$ cat src/rtl/hazard_forward_unit_pkg.sv
// -----------------------------------------------------------------------------
// hazard_forward_unit_pkg
// Shared types, constants and helpers for the parametrised hazard/forwarding
// unit of the 5-stage RV32I core.
//   - OPCODE_* : RV32I major opcodes
//   - write_back_mux_selector : per-stage writeback source (NO_WRITEBACK = none)
//   - forward_sel_t  : forwarding select, wide enough for up to 4 stages
//   - hazard_state_e : hold-controller states
//   - ex_info_t      : bundle describing the instruction in ID/EX
//   - uses_rs1/uses_rs2 : source-register usage per opcode
// -----------------------------------------------------------------------------
package hazard_forward_unit_pkg;

    localparam logic [6:0] OPCODE_OP     = 7'b0110011;
    localparam logic [6:0] OPCODE_OPIMM  = 7'b0010011;
    localparam logic [6:0] OPCODE_LOAD   = 7'b0000011;
    localparam logic [6:0] OPCODE_STORE  = 7'b0100011;
    localparam logic [6:0] OPCODE_BRANCH = 7'b1100011;
    localparam logic [6:0] OPCODE_JALR   = 7'b1100111;
    localparam logic [6:0] OPCODE_JAL    = 7'b1101111;
    localparam logic [6:0] OPCODE_LUI    = 7'b0110111;
    localparam logic [6:0] OPCODE_AUIPC  = 7'b0010111;

    localparam int WB_SEL_W = 2;

    typedef enum logic [WB_SEL_W-1:0] {
        NO_WRITEBACK = 2'd0,
        WB_ALU       = 2'd1,
        WB_MEM       = 2'd2,
        WB_PC4       = 2'd3
    } write_back_mux_selector;

    // Four stages at most, so selects 0..4 fit in three bits.
    localparam int FWD_SEL_MAX_W = 3;
    typedef logic [FWD_SEL_MAX_W-1:0] forward_sel_t;

    typedef enum logic [0:0] {
        RUN     = 1'b0,
        MC_BUSY = 1'b1
    } hazard_state_e;

    // Widest register index the bundle carries; narrower indices are
    // zero-extended into it.
    localparam int REG_IDX_MAX_W = 8;

    typedef struct packed {
        logic                     valid;
        logic                     is_load;
        logic                     mc_start;
        logic [REG_IDX_MAX_W-1:0] dest;
    } ex_info_t;

    function automatic logic uses_rs1(input logic [6:0] opcode);
        logic used;
        case (opcode)
            OPCODE_OP, OPCODE_STORE, OPCODE_BRANCH,
            OPCODE_OPIMM, OPCODE_LOAD, OPCODE_JALR: used = 1'b1;
            OPCODE_LUI, OPCODE_AUIPC, OPCODE_JAL:   used = 1'b0;
            default:                                used = 1'b0;
        endcase
        return used;
    endfunction

    function automatic logic uses_rs2(input logic [6:0] opcode);
        logic used;
        case (opcode)
            OPCODE_OP, OPCODE_STORE, OPCODE_BRANCH: used = 1'b1;
            default:                                used = 1'b0;
        endcase
        return used;
    endfunction

endpackage

$ cat src/rtl/hazard_forward_unit_fwd_match_enc.sv
// -----------------------------------------------------------------------------
// fwd_match_enc
// Compares one source register against every downstream result stage and
// priority-encodes the youngest match (stage 0 wins) into a forward select.
//   i_src_used     : the instruction actually reads this source
//   i_src          : source register index
//   i_stage_valid  : per-stage valid
//   i_stage_wb_mux : per-stage writeback select
//   i_stage_dest   : per-stage destination register
//   o_sel          : 0 = register file, k+1 = result of stage k
// -----------------------------------------------------------------------------
module fwd_match_enc
    import hazard_forward_unit_pkg::*;
#(
    parameter int NUM_FWD_STAGES = 2,
    parameter int REG_ADDR_W     = 5,
    parameter int FWD_SEL_W      = $clog2(NUM_FWD_STAGES + 1)
) (
    input  logic                                   i_src_used,
    input  logic [REG_ADDR_W-1:0]                  i_src,
    input  logic [NUM_FWD_STAGES-1:0]              i_stage_valid,
    input  logic [NUM_FWD_STAGES-1:0][WB_SEL_W-1:0] i_stage_wb_mux,
    input  logic [NUM_FWD_STAGES-1:0][REG_ADDR_W-1:0] i_stage_dest,
    output logic [FWD_SEL_W-1:0]                   o_sel
);

    logic [NUM_FWD_STAGES-1:0] w_hit;
    forward_sel_t              w_sel_full;

    // Per-stage candidate: writes a real register equal to the source.
    always_comb begin
        w_hit = {NUM_FWD_STAGES{1'b0}};
        for (int k = 0; k < NUM_FWD_STAGES; k++) begin
            w_hit[k] = i_stage_valid[k]
                     & (i_stage_wb_mux[k] != NO_WRITEBACK)
                     & (i_stage_dest[k] != {REG_ADDR_W{1'b0}})
                     & (i_stage_dest[k] == i_src);
        end
    end

    // Scan oldest to youngest so the youngest hit overwrites older ones.
    always_comb begin
        w_sel_full = {FWD_SEL_MAX_W{1'b0}};
        if (i_src_used) begin
            for (int k = NUM_FWD_STAGES - 1; k >= 0; k--) begin
                if (w_hit[k]) begin
                    w_sel_full = forward_sel_t'(k + 1);
                end else begin
                    w_sel_full = w_sel_full;
                end
            end
        end else begin
            w_sel_full = {FWD_SEL_MAX_W{1'b0}};
        end
    end

    assign o_sel = FWD_SEL_W'(w_sel_full);

endmodule

$ cat src/rtl/hazard_forward_unit.sv
// -----------------------------------------------------------------------------
// hazard_forward_unit
// Forwarding, load-use detection, multi-cycle EX hold and stall statistics for
// the 5-stage RV32I core.
//   clk, reset            : core clock, synchronous active-high reset
//   idex_*_ip             : opcode/sources of the ID/EX instruction
//   stage_*_ip            : valid/writeback/dest of the downstream stages
//                           (index 0 = EX/MEM, youngest)
//   ifid_*_ip             : opcode/sources of the IF/ID instruction
//   ex_valid/is_load/mc_start_ip : attributes of the ID/EX instruction
//   flush_ip              : taken branch/jump flush
//   stall_cnt_clr_ip      : clear the statistics counter
//   fa_sel_op, fb_sel_op  : rs1/rs2 forward selects (combinational)
//   stall_op, bubble_op, ex_hold_op : pipeline control (combinational)
//   stall_cycles_op       : saturating count of stalled cycles
// NUM_FWD_STAGES must lie in 1..4.
// -----------------------------------------------------------------------------
module hazard_forward_unit
    import hazard_forward_unit_pkg::*;
#(
    parameter int NUM_FWD_STAGES = 2,
    parameter int REG_ADDR_W     = 5,
    parameter int MC_LATENCY     = 4,
    parameter int STALL_CNT_W    = 16,
    localparam int FWD_SEL_W     = $clog2(NUM_FWD_STAGES + 1)
) (
    input  logic                                     clk,
    input  logic                                     reset,
    input  logic [6:0]                               idex_opcode_ip,
    input  logic [REG_ADDR_W-1:0]                    idex_rs1_ip,
    input  logic [REG_ADDR_W-1:0]                    idex_rs2_ip,
    input  logic [NUM_FWD_STAGES-1:0]                stage_valid_ip,
    input  logic [NUM_FWD_STAGES-1:0][WB_SEL_W-1:0]  stage_wb_mux_ip,
    input  logic [NUM_FWD_STAGES-1:0][REG_ADDR_W-1:0] stage_dest_ip,
    input  logic [6:0]                               ifid_opcode_ip,
    input  logic [REG_ADDR_W-1:0]                    ifid_rs1_ip,
    input  logic [REG_ADDR_W-1:0]                    ifid_rs2_ip,
    input  logic                                     ex_valid_ip,
    input  logic                                     ex_is_load_ip,
    input  logic                                     ex_mc_start_ip,
    input  logic                                     flush_ip,
    input  logic                                     stall_cnt_clr_ip,
    output logic [FWD_SEL_W-1:0]                     fa_sel_op,
    output logic [FWD_SEL_W-1:0]                     fb_sel_op,
    output logic                                     stall_op,
    output logic                                     bubble_op,
    output logic                                     ex_hold_op,
    output logic [STALL_CNT_W-1:0]                   stall_cycles_op
);

    // Busy counter only needs to hold MC_LATENCY-2.
    localparam int BUSY_CNT_W = (MC_LATENCY > 2) ? $clog2(MC_LATENCY - 1) : 1;
    localparam logic [BUSY_CNT_W-1:0] BUSY_LOAD =
        BUSY_CNT_W'((MC_LATENCY > 2) ? (MC_LATENCY - 2) : 0);
    localparam logic [BUSY_CNT_W-1:0] BUSY_ONE  = BUSY_CNT_W'(1);
    localparam logic MC_HOLDS      = (MC_LATENCY > 1);
    localparam logic MC_NEEDS_BUSY = (MC_LATENCY > 2);
    localparam logic [STALL_CNT_W-1:0] STALL_CNT_MAX = {STALL_CNT_W{1'b1}};
    localparam logic [STALL_CNT_W-1:0] STALL_CNT_ONE = STALL_CNT_W'(1);

    hazard_state_e             r_state;
    hazard_state_e             w_state_nxt;
    logic [BUSY_CNT_W-1:0]     r_busy_cnt;
    logic [BUSY_CNT_W-1:0]     w_busy_cnt_nxt;
    logic [STALL_CNT_W-1:0]    r_stall_cnt;

    ex_info_t                  w_ex;
    logic                      w_idex_rs1_used;
    logic                      w_idex_rs2_used;
    logic                      w_ifid_rs1_used;
    logic                      w_ifid_rs2_used;
    logic                      w_luse;
    logic                      w_stall;
    logic                      w_bubble;
    logic                      w_hold;

    // -------------------------------------------------------------------------
    // Forwarding
    // -------------------------------------------------------------------------
    assign w_idex_rs1_used = uses_rs1(idex_opcode_ip);
    assign w_idex_rs2_used = uses_rs2(idex_opcode_ip);

    fwd_match_enc #(
        .NUM_FWD_STAGES (NUM_FWD_STAGES),
        .REG_ADDR_W     (REG_ADDR_W),
        .FWD_SEL_W      (FWD_SEL_W)
    ) u_fwd_rs1 (
        .i_src_used     (w_idex_rs1_used),
        .i_src          (idex_rs1_ip),
        .i_stage_valid  (stage_valid_ip),
        .i_stage_wb_mux (stage_wb_mux_ip),
        .i_stage_dest   (stage_dest_ip),
        .o_sel          (fa_sel_op)
    );

    fwd_match_enc #(
        .NUM_FWD_STAGES (NUM_FWD_STAGES),
        .REG_ADDR_W     (REG_ADDR_W),
        .FWD_SEL_W      (FWD_SEL_W)
    ) u_fwd_rs2 (
        .i_src_used     (w_idex_rs2_used),
        .i_src          (idex_rs2_ip),
        .i_stage_valid  (stage_valid_ip),
        .i_stage_wb_mux (stage_wb_mux_ip),
        .i_stage_dest   (stage_dest_ip),
        .o_sel          (fb_sel_op)
    );

    // -------------------------------------------------------------------------
    // Load-use detection
    // The core presents the ID/EX destination on stage_dest_ip[0] alongside
    // the load flag, so that lane doubles as the ex_dest for this check.
    // -------------------------------------------------------------------------
    assign w_ex.valid    = ex_valid_ip;
    assign w_ex.is_load  = ex_is_load_ip;
    assign w_ex.mc_start = ex_mc_start_ip;
    assign w_ex.dest     = REG_IDX_MAX_W'(stage_dest_ip[0]);

    assign w_ifid_rs1_used = uses_rs1(ifid_opcode_ip);
    assign w_ifid_rs2_used = uses_rs2(ifid_opcode_ip);

    assign w_luse = w_ex.valid & w_ex.is_load
                  & (w_ex.dest != {REG_IDX_MAX_W{1'b0}})
                  & ((w_ifid_rs1_used & (REG_IDX_MAX_W'(ifid_rs1_ip) == w_ex.dest))
                   | (w_ifid_rs2_used & (REG_IDX_MAX_W'(ifid_rs2_ip) == w_ex.dest)));

    // -------------------------------------------------------------------------
    // Hold controller
    // The entry cycle in RUN already holds, so MC_BUSY runs for MC_LATENCY-2
    // cycles: the counter is loaded with MC_LATENCY-2 and the cycle whose
    // decrement would reach zero is the last one held.
    // -------------------------------------------------------------------------

    // Next-state and control decode for the hold controller.
    always_comb begin
        w_state_nxt    = r_state;
        w_busy_cnt_nxt = r_busy_cnt;
        w_stall        = 1'b0;
        w_bubble       = 1'b0;
        w_hold         = 1'b0;
        case (r_state)
            RUN: begin
                if (flush_ip) begin
                    w_stall = 1'b0;
                end else if (w_luse) begin
                    w_stall  = 1'b1;
                    w_bubble = 1'b1;
                end else if (w_ex.valid && w_ex.mc_start && MC_HOLDS) begin
                    w_stall = 1'b1;
                    w_hold  = 1'b1;
                    if (MC_NEEDS_BUSY) begin
                        w_state_nxt    = MC_BUSY;
                        w_busy_cnt_nxt = BUSY_LOAD;
                    end else begin
                        w_state_nxt    = RUN;
                    end
                end else begin
                    w_state_nxt = RUN;
                end
            end
            MC_BUSY: begin
                // Load-use and flush cannot disturb an op already in EX.
                w_stall = 1'b1;
                w_hold  = 1'b1;
                if (r_busy_cnt <= BUSY_ONE) begin
                    w_state_nxt    = RUN;
                    w_busy_cnt_nxt = {BUSY_CNT_W{1'b0}};
                end else begin
                    w_busy_cnt_nxt = r_busy_cnt - BUSY_ONE;
                end
            end
            default: begin
                w_state_nxt    = RUN;
                w_busy_cnt_nxt = {BUSY_CNT_W{1'b0}};
            end
        endcase
    end

    // Hold-controller state and busy counter registers.
    always_ff @(posedge clk) begin
        if (reset) begin
            r_state    <= RUN;
            r_busy_cnt <= {BUSY_CNT_W{1'b0}};
        end else begin
            r_state    <= w_state_nxt;
            r_busy_cnt <= w_busy_cnt_nxt;
        end
    end

    // Saturating stall statistics; clear wins over increment.
    always_ff @(posedge clk) begin
        if (reset) begin
            r_stall_cnt <= {STALL_CNT_W{1'b0}};
        end else if (stall_cnt_clr_ip) begin
            r_stall_cnt <= {STALL_CNT_W{1'b0}};
        end else if (w_stall && (r_stall_cnt != STALL_CNT_MAX)) begin
            r_stall_cnt <= r_stall_cnt + STALL_CNT_ONE;
        end else begin
            r_stall_cnt <= r_stall_cnt;
        end
    end

    assign stall_op        = w_stall;
    assign bubble_op       = w_bubble;
    assign ex_hold_op      = w_hold;
    assign stall_cycles_op = r_stall_cnt;

endmodule

$ cat config.mk
export PLATFORM = sky130hd
export DESIGN_NAME = hazard_forward_unit
export DESIGN_NICKNAME = d
export VERILOG_FILES = /design/src/rtl/hazard_forward_unit_pkg.sv /design/src/rtl/hazard_forward_unit_fwd_match_enc.sv /design/src/rtl/hazard_forward_unit.sv
export SDC_FILE = /design/constraint.sdc
export NUM_CORES = 1
export LEC_CHECK = 0
export CORE_MARGIN = 1
export CORE_UTILIZATION = 28
export CTS_BUF_LIST = sky130_fd_sc_hd__clkbuf_16
export DETAILED_ROUTE_END_ITERATION = 12
export MAX_ROUTING_LAYER = met4
export PLACE_DENSITY_LB_ADDON = 0.08
export SLEW_MARGIN = 5
export SYNTH_ARGS = -nofsm -noshare
export SYNTH_HDL_FRONTEND = slang
export SYNTH_SLANG_ARGS = --single-unit
$ cat constraint.sdc
create_clock -name clk -period 2.75 [get_ports clk]
set_input_delay 0.4125 -clock clk [delete_from_list [all_inputs] [get_ports clk]]
set_output_delay 0.4125 -clock clk [all_outputs]
set_load 0.005 [all_outputs]
==> flow_summary.yaml <==
timing:
  fmax_mhz: 377
  setup_tns_ps: 0
  tightest_slew_ps: 389
  report.final.slew_viol_count: 0
  hold_violations: 0
  finalCritPeriodShare: 0.965
  finalCriticalPeriod_ps: 2650
  fin_skew_ps: 1.72
  setup_viol: 0
  whs_ps: 481
  relSlewSlack: 0.740
worst_setup_path:
  worst-setup-path-type: "input pin to output port"
  worstSetupPathDepth: 5
  crit_path_end_kind: "output port"
  r2r_cells: 6
  critPathTopFamily: "buffers and inverters"
  critPathArrivalTime_ps: 2240
  cp_cell_sequence: "clkdlybuf4s50_1, or4_1, o221ai_2, nor2_1, clkdlybuf4s50_1"
  cpPeakStageDelay_ps: 600
  required_ps: 2340
  slowest_stage: "or4_1"
  cp_max_fo: 3
  cp_num_buf_inv: 2
  cp_common_cell: "clkdlybuf4s50_1"
  start_kind: "input pin"
final_layout:
  fin_area_mm2: 0.00266
  drive_gt1_frac: 0.137
  seqCellArea_um2: 380
  layout-area-overhead-vs-synth_pct: 74.9
  fin_cells: 362
  multi_input_area_mm2: 0.00116
  antenna_cells: 0
  n_fill_cell: 497
  nets: 351
outcome:
  outcome: "complete, no violations"
synthesis:
  ys.flop_type: "dfxtp_1"
  synth-edff-count: 0
  yosysUniqueCellTypes: 38
  synth_top_area_frac: 0.250
  postSynthAreaPerCell_um2: 7.65
  syn_area_mm2: 0.00152
  synth_common_cells: "xor2_1 (20), dfxtp_1 (19), nand2_1 (19), nor2_1 (13), nand3_1 (11)"
  ys_ff_latch: 19
  synthCells: 199
  synth_area_leaders: "dfxtp_1 (25%), xor2_1 (12%), xnor2_1 (5.8%)"
  ys_warn_count: 0
  yosysMostFrequentCell: "xor2_1"
  synth_top_area_cell: "dfxtp_1"
  synth_nets: 257
  async_flop_share: 0
  seq_area_frac_synth: 0.250
detailed_routing:
  vias_per_cell: 4.99
  drt_iter0_drc: 39
  wl_per_cell_um: 14.1
  drt_pre_antenna_iters: 4
  ant_nets: 0
  via_count: 1805
  routed_wl_um: 5110
  drc: 0
global_route:
  antenna_found_initial: 0
  grt_pass1_wl_um: 7800
  grt_max_degree: 13
  grtUsageTotal: 0.183
  gr-total-overflow: 0
  grt_pass1_vias: 1681
pwr:
  ir_worst_vdd_uv: 193
  leakage_nw: 1.04
  power_uw: 801
  powerDensity_mw_per_mm2: 301
clock_tree:
  h-tree-depth: 1
  ctsRootBufferMaster: "clkbuf_16"
  tritoncts: "yes"
  ctsLongestPathBuffers: 2
  cts_sinks: 19
  clk_pin_slew_ps: 50
  cts_hold_buf: 0
  insertion_delay_ps: 250
  cts_buffers: 3
run:
  max_cap_viol_count: 0
place:
  dpl.cell_count: 358
  io_buffers: 79
  place_hpwl_um: 3870
  gp_congestion: 0.770
  dpl_cell_area_mm2: 0.00251
floorplan:
  start_util: 0.294
  fp.dieW_um: 75.7
  die_y_um: 75.7
  io_pins: 80
  num_rows: 26
  dieArea_mm2: 0.00573
  coreArea_mm2: 0.00517
min_path:
  hp-class: "register to register"
  hold_depth: 1
-- power breakdown --
group	leakage (nW)	switching (mW)	internal (mW)
Sequential	0.153	0.00165	0.277
Clock	0.0409	0.105	0.195
Combinational	0.845	0.0945	0.128
-- placed cells by master, fill, tap and decap left out, drive strengths merged, types with 2 or more instances in the layout --
cell | synthesis | layout
clkdlybuf4s50 | 0 | 65
buf | 7 | 21
xor2 | 20 | 20
nand2 | 19 | 19
dfxtp | 19 | 19
nor2 | 13 | 13
nand3 | 11 | 11
xnor2 | 10 | 10
or3 | 8 | 8
dlygate4sd2 | 0 | 8
o21ai | 8 | 8
a21oi | 7 | 7
nand4 | 7 | 7
or4 | 7 | 7
o211ai | 6 | 6
and3 | 5 | 5
o31ai | 5 | 5
nor3 | 5 | 5
dlymetal6s2s | 0 | 4
nor4 | 4 | 4
clkbuf | 4 | 4
nand4b | 3 | 3
and2 | 3 | 3
a31oi | 3 | 3
a41o | 3 | 3
nor3b | 3 | 3
nand3b | 2 | 2
inv | 2 | 2
or2 | 2 | 2
mux2i | 2 | 2
o2bb2ai | 2 | 2
-- metal layers --
| metal | GRT usage | wire (um) |
|---|---|---|
| met5 | - | 0 |
| met4 | 0.0576 | 54 |
| met3 | 0.0278 | 332 |
| met2 | 0.288 | 2200 |
| met1 | 0.242 | 2530 |
-- metrics by stage --
stage / worst slack, ps / util
2_1_floorplan: 634 / -
3_3_place_gp: -209 / 0.485
3_5_place_dp: -289 / 0.485
4_1_cts: 8.81 / 0.500
5_1_grt: -6.79 / 0.515
6_report: 95.0 / 0.515
-- state kept, by name, summed over array words and instances (netlist names) --
name             count
stall_cycles_op     16
r_busy_cnt           2
r_state              1
-- final cells by class --
cell class / count / area share
multi-input cells: 167 / 0.437
repair buffers: 100 / 0.354
flip-flops and latches: 19 / 0.143
well taps: 70 / 0.0329
clock buffers: 3 / 0.0282
inverters: 2 / 0.00282
clock inverters: 1 / 0.00188
-- final timing paths --
path,from,to,slack [ps]
min,r_busy_cnt[0],r_busy_cnt[0],480
max reg2reg,stall_cycles_op[6],stall_cycles_op[2],660
min reg2reg,r_busy_cnt[0],r_busy_cnt[0],480
max,stage_dest_ip[6],fb_sel_op[1],100
-- repair_timing --
item,CTS,global route
setup endpoints to repair,7,5
gates resized for setup,12,18
buffers inserted,0,0
pin swaps,3,6
-- cells by family (layout without fill, tap and decap cells) --
family	after synthesis	in the layout	share of synthesized area
mux	2	2	0.0132
buf+inv	13	106	0.0378
xor+xnor	30	30	0.173
simple gates	94	94	0.339
fa+ha+maj	1	1	0.00822
compound gates	40	40	0.179
flops	19	19	0.250
Power figures use the tool's default switching activity.
